--- src/rtl/libsv_arbiters_pkg.sv ---
// libsv_arbiters_pkg: shared types for the arbiter blocks
package libsv_arbiters_pkg;
  typedef enum logic {IDLE = 1'b0, BUSY = 1'b1} arb_state_e;
endpackage

--- src/rtl/onehot_to_bin.sv ---
// onehot_to_bin: binary index of the set bit of a one-hot (or zero) vector
module onehot_to_bin #(
  parameter int N = 4,
  localparam int IW = $clog2(N)
) (
  input  logic [N-1:0]  i_onehot,
  output logic [IW-1:0] o_bin
);
  always_comb begin
    o_bin = '0;
    for (int i = 0; i < N; i++)
      if (i_onehot[i]) o_bin = o_bin | IW'(i);
  end
endmodule

--- src/rtl/round_robin_arbiter.sv ---
// round_robin_arbiter: registered one-hot round-robin grant with valid/ready handshake
module round_robin_arbiter
  import libsv_arbiters_pkg::*;
#(
  parameter int N = 4,
  localparam int IW = $clog2(N)
) (
  input  logic          clk,
  input  logic          aresetn,
  input  logic [N-1:0]  req,
  output logic [N-1:0]  gnt,
  output logic [IW-1:0] gnt_idx,
  output logic          out_valid,
  input  logic          out_ready
);
  arb_state_e     r_state;
  logic [IW-1:0]  r_ptr;
  logic [N-1:0]   r_gnt;
  logic [IW-1:0]  r_gnt_idx;
  logic           r_out_valid;
  logic           w_xfer;
  logic           w_arb;
  logic [IW-1:0]  w_ptr_inc;
  logic [IW-1:0]  w_base;
  logic [IW-1:0]  w_j;
  logic [N-1:0]   w_pick;
  logic [N-1:0]   w_gnt_nxt;
  logic [IW-1:0]  w_idx_nxt;
  arb_state_e     w_state_nxt;
  assign w_xfer      = r_out_valid && out_ready;
  assign w_arb       = (r_state == IDLE) || w_xfer;
  assign w_ptr_inc   = (r_gnt_idx == IW'(N - 1)) ? '0 : r_gnt_idx + 1'b1;
  // a transfer re-arbitrates in the same edge, so scan from the updated pointer
  assign w_base      = w_xfer ? w_ptr_inc : r_ptr;
  assign w_gnt_nxt   = w_arb ? w_pick : r_gnt;
  assign w_state_nxt = w_arb ? ((|req) ? BUSY : IDLE) : r_state;
  always_comb begin
    w_pick = '0;
    w_j    = '0;
    for (int i = 0; i < N; i++) begin
      w_j = IW'((int'(w_base) + i) % N);
      if (w_pick == '0 && req[w_j]) w_pick[w_j] = 1'b1;
    end
  end
  onehot_to_bin #(.N(N)) u_idx (
    .i_onehot (w_gnt_nxt),
    .o_bin    (w_idx_nxt)
  );
  always_ff @(posedge clk or negedge aresetn) begin
    if (!aresetn) begin
      r_state     <= IDLE;
      r_ptr       <= '0;
      r_gnt       <= '0;
      r_gnt_idx   <= '0;
      r_out_valid <= 1'b0;
    end else begin
      r_state     <= w_state_nxt;
      r_gnt       <= w_gnt_nxt;
      r_gnt_idx   <= w_idx_nxt;
      r_out_valid <= |w_gnt_nxt;
      if (w_xfer) r_ptr <= w_ptr_inc;
    end
  end
  assign gnt       = r_gnt;
  assign gnt_idx   = r_gnt_idx;
  assign out_valid = r_out_valid;
endmodule

--- config.mk ---
export PLATFORM = sky130hd
export DESIGN_NAME = round_robin_arbiter
export DESIGN_NICKNAME = d
export VERILOG_FILES = /design/src/rtl/libsv_arbiters_pkg.sv /design/src/rtl/onehot_to_bin.sv /design/src/rtl/round_robin_arbiter.sv
export SDC_FILE = /design/constraint.sdc
export NUM_CORES = 1
export LEC_CHECK = 0
export ABC_AREA = 1
export ABC_CLOCK_PERIOD_IN_PS = 4100
export CAP_MARGIN = 20
export CORE_UTILIZATION = 61
export CTS_BUF_LIST = sky130_fd_sc_hd__clkbuf_4 sky130_fd_sc_hd__clkbuf_8
export DETAILED_ROUTE_END_ITERATION = 8
export GPL_TIMING_DRIVEN = 1
export PLACE_DENSITY = 0.95
export SLEW_MARGIN = 5
export SYNTH_ARGS = -nofsm -noshare
export SYNTH_HDL_FRONTEND = slang
export SYNTH_SLANG_ARGS = --single-unit
--- constraint.sdc ---
create_clock -name clk -period 4.1 [get_ports clk]
set_input_delay 0.615 -clock clk [delete_from_list [all_inputs] [get_ports clk]]
set_output_delay 0.615 -clock clk [all_outputs]
set_load 0.02 [all_outputs]
==> summary.txt <==
Placed design
  • Post-DP HPWL: 1723 um
  • Routability cong.: 0.8962
  • IO Port Bufs: 13
  • Dpl cells: 164
  • Total placed instance area: 1176 um2

Hold path
  • Hold path startpoint: r_state$_DFFE_PN0N_
  • Hold path cells: 2
  • Hold Path Sink: r_state$_DFFE_PN0N_
  • Worst hold path type: flip-flop to flip-flop

Setup path
  • Crit path top cell by count: nand2_2
  • Worst r2r dst: out_valid$_DFF_PN0_
  • CP required: 4270 ps
  • Worst r2r src: gnt_idx[0]$_DFF_PN0_
  • R2R cell count: 22
  • CP max stage delay: 500 ps
  • CP Class: primary input to flip-flop
  • Worst-path fanout max: 7
  • Reg2reg setup slack: 1250 ps
  • Critical path's slowest cell: clkdlybuf4s50_1
  • CP Cell Sequence: clkdlybuf4s50_1 > nand2_4 > o21ai_4 > ha_1 > inv_1 > nand3_2 > nand2_1 > clkinv_1 > nand2_2 > inv_2 > nand3_2 > nand3_1 > nor2_2 > nand3_1 > nand2_2 > nor2_4 > nand3_1 > nand2_1 > nand2_2 > nand2_2 > inv_2 > nand2_2
  • Crit. End Element: flip-flop
  • CP Launch Type: primary input
  • Critical Path AT: 3200 ps

CTS
  • Worst-path clk slew: 60 ps
  • H-tree Lvls: 1
  • CTS Buf Count: 3
  • CTS tree: built
  • Clk buf depth: 2
  • Post CTS Setup Buffer Count: 0
  • CTS Hold Bufs: 0
  • CTS resizes: 0
  • CTS Sinks: 10
  • Worst-Skew Late Latency: 270 ps
  • Root buffer cell: clkbuf_4

Drt
  • Initial DRC count: 18
  • Mean routed wirelength per cell: 12.52 um
  • Post-route antenna net violation count: 0
  • Drt pass-1 iters: 4
  • DR vias/cell: 5.315
  • Via count: 893
  • WL final: 2103 um
  • DR DRC count: 0

Synth
  • Mux cell area share after synthesis: 0%
  • Post-synthesis net count: 150
  • Cell type with the largest total area after synthesis: dfrtp_1
  • Post-synthesis xor/xnor area fraction: 0%
  • Largest family of logic cells by synthesized area: simple AND/OR/NAND/NOR gates
  • Ranking of synthesized cells by area: dfrtp_1 (24%), ha_1 (9.8%), nand2_2 (9.8%)
  • Post-Syn Instances: 135
  • Mean area per synthesized cell: 7.600 um2
  • Synth unique cells: 20
  • Compound-Gate Fraction of Synth Area: 4.756%
  • Yosys reg bits: 10
  • Fraction of the yosys area taken by sequential cells: 24.39%
  • Synth warnings: 0
  • Synth top area share: 24.39%
  • Synth Area in Adders: 9.756%
  • Post-synthesis cell area: 1026 um2
  • Synth Area in Simple Gates: 51.10%

Global routing
  • Vias in the first global route: 897
  • Most used routing layer: met2
  • First-pass GRT wire length: 3663 um
  • Met1 usage: 31.28%
  • Total gr overflow: 0
  • GRT Resource Usage Total: 26.63%
  • M2 GR Usage: 48.18%
  • Largest net degree at the start of global routing: 11
  • GR Util met3: 5.106%
  • Antenna violations before repair: 0

Timing
  • Crit path time final: 3033 ps
  • Fmax achieved: 329.7 MHz
  • Slew margin rel.: 71.65%
  • Clock skew: 2.295 ps
  • Final hold vios: 0
  • RSZ-0062 raised after global routing: false
  • Setup TNS: 0 ps
  • Final period util: 73.97%
  • Max-slew violation count: 0
  • Final Setup Violations: 0
  • Worst Tran Pin Value: 424.0 ps
  • Hold WS: 575.5 ps

Layout
  • Most frequent cells in the layout: nand2_1 (21), inv_1 (19), nand3_1 (18)
  • Fin cells: 168
  • Most common cell after layout, fill and taps aside: nand2_1
  • FILL cells: 106
  • Final Cell Area: 1212 um2
  • Register Area: 250.2 um2
  • # nets final: 168
  • Area taken by multi-input logic gates: 673.1 um2
  • Antenna diode count: 0
  • Area growth syn-to-layout: 18.17%
  • Share of cells above drive strength 1: 34.21%

Floorplanning
  • Num rows: 14
  • Die area: 1850 um2
  • Die Height: 43.01 um
  • Initial Utilization: 66.56%
  • Die X: 43.01 um
  • Core box area: 1541 um2
  • # IOs: 14

Run
  • Max-Cap Viols: 0

Status
  • Status: complete, no violations
-- cell type report --
class	instances	share of cell area (%)
flip-flops and latches	10	20.64
clock buffers	4	2.993
well taps	16	1.651
multi-input cells	99	55.52
inverters	26	8.462
repair buffers	13	10.73
-- cells in the mapped netlist --
cell / n
a31oi_1: 1
clkinv_1: 1
dfrtp_1: 10
ha_1: 8
inv_1: 19
inv_2: 4
inv_4: 2
nand2_1: 21
nand2_2: 16
nand2_4: 5
nand3_1: 18
nand3_2: 10
nand4_1: 1
nor2_1: 7
nor2_2: 3
nor2_4: 2
o21ai_0: 1
o21ai_4: 1
o31ai_4: 1
or2_2: 4
-- worst max path at each step --
stage / from / endpoint / slack, ps / depth (start not counted)
2_1_floorplan: gnt_idx[0]$_DFF_PN0_ / out_valid$_DFF_PN0_ / 1450 / 22
3_3_place_gp: out_ready / out_valid$_DFF_PN0_ / 880 / 22
3_5_place_dp: out_ready / out_valid$_DFF_PN0_ / 810 / 22
4_1_cts: out_ready / out_valid$_DFF_PN0_ / 1080 / 22
5_1_grt: out_ready / out_valid$_DFF_PN0_ / 820 / 22
6_report: out_ready / out_valid$_DFF_PN0_ / 1070 / 22
-- per-stage QoR --
stage	utilization, %	setup slack (ps)
floorplan	-	1449
finish	78.65	1067
global placement	76.30	876.2
detailed placement	76.30	805.2
global route	78.65	815.1
CTS	78.65	1083
-- worst max-delay path, delay by kind of cell --
kind	cells	cell delay, ps
AND/OR/NAND/NOR	15	1220
buffers and inverters	5	770
adder cells (fa/ha/maj)	1	310
AO/OA/AOI/OAI	1	290
-- logic make-up after synthesis --
group           count (synthesis)
fa+ha+maj                       8
flops                          10
buf+inv                        26
simple gates                   87
compound gates                  4
-- state kept, by name, indices dropped and copies added (netlist names) --
name       count
gnt_idx        2
r_state        1
out_valid      1
gnt            4
r_ptr          2
-- metal layers --
metal  vias up  part of all wire (%)  wire, um
li1        456                     -         -
met1       413                    44       924
met2        21                    52      1085
met3         3                   3.3        69
met4         0                   1.1        24
met5         -                     0         0
Power is left out: the tool's default activity adds up to more than one toggle a clock period on the data nets, which glitch-free logic cannot reach.
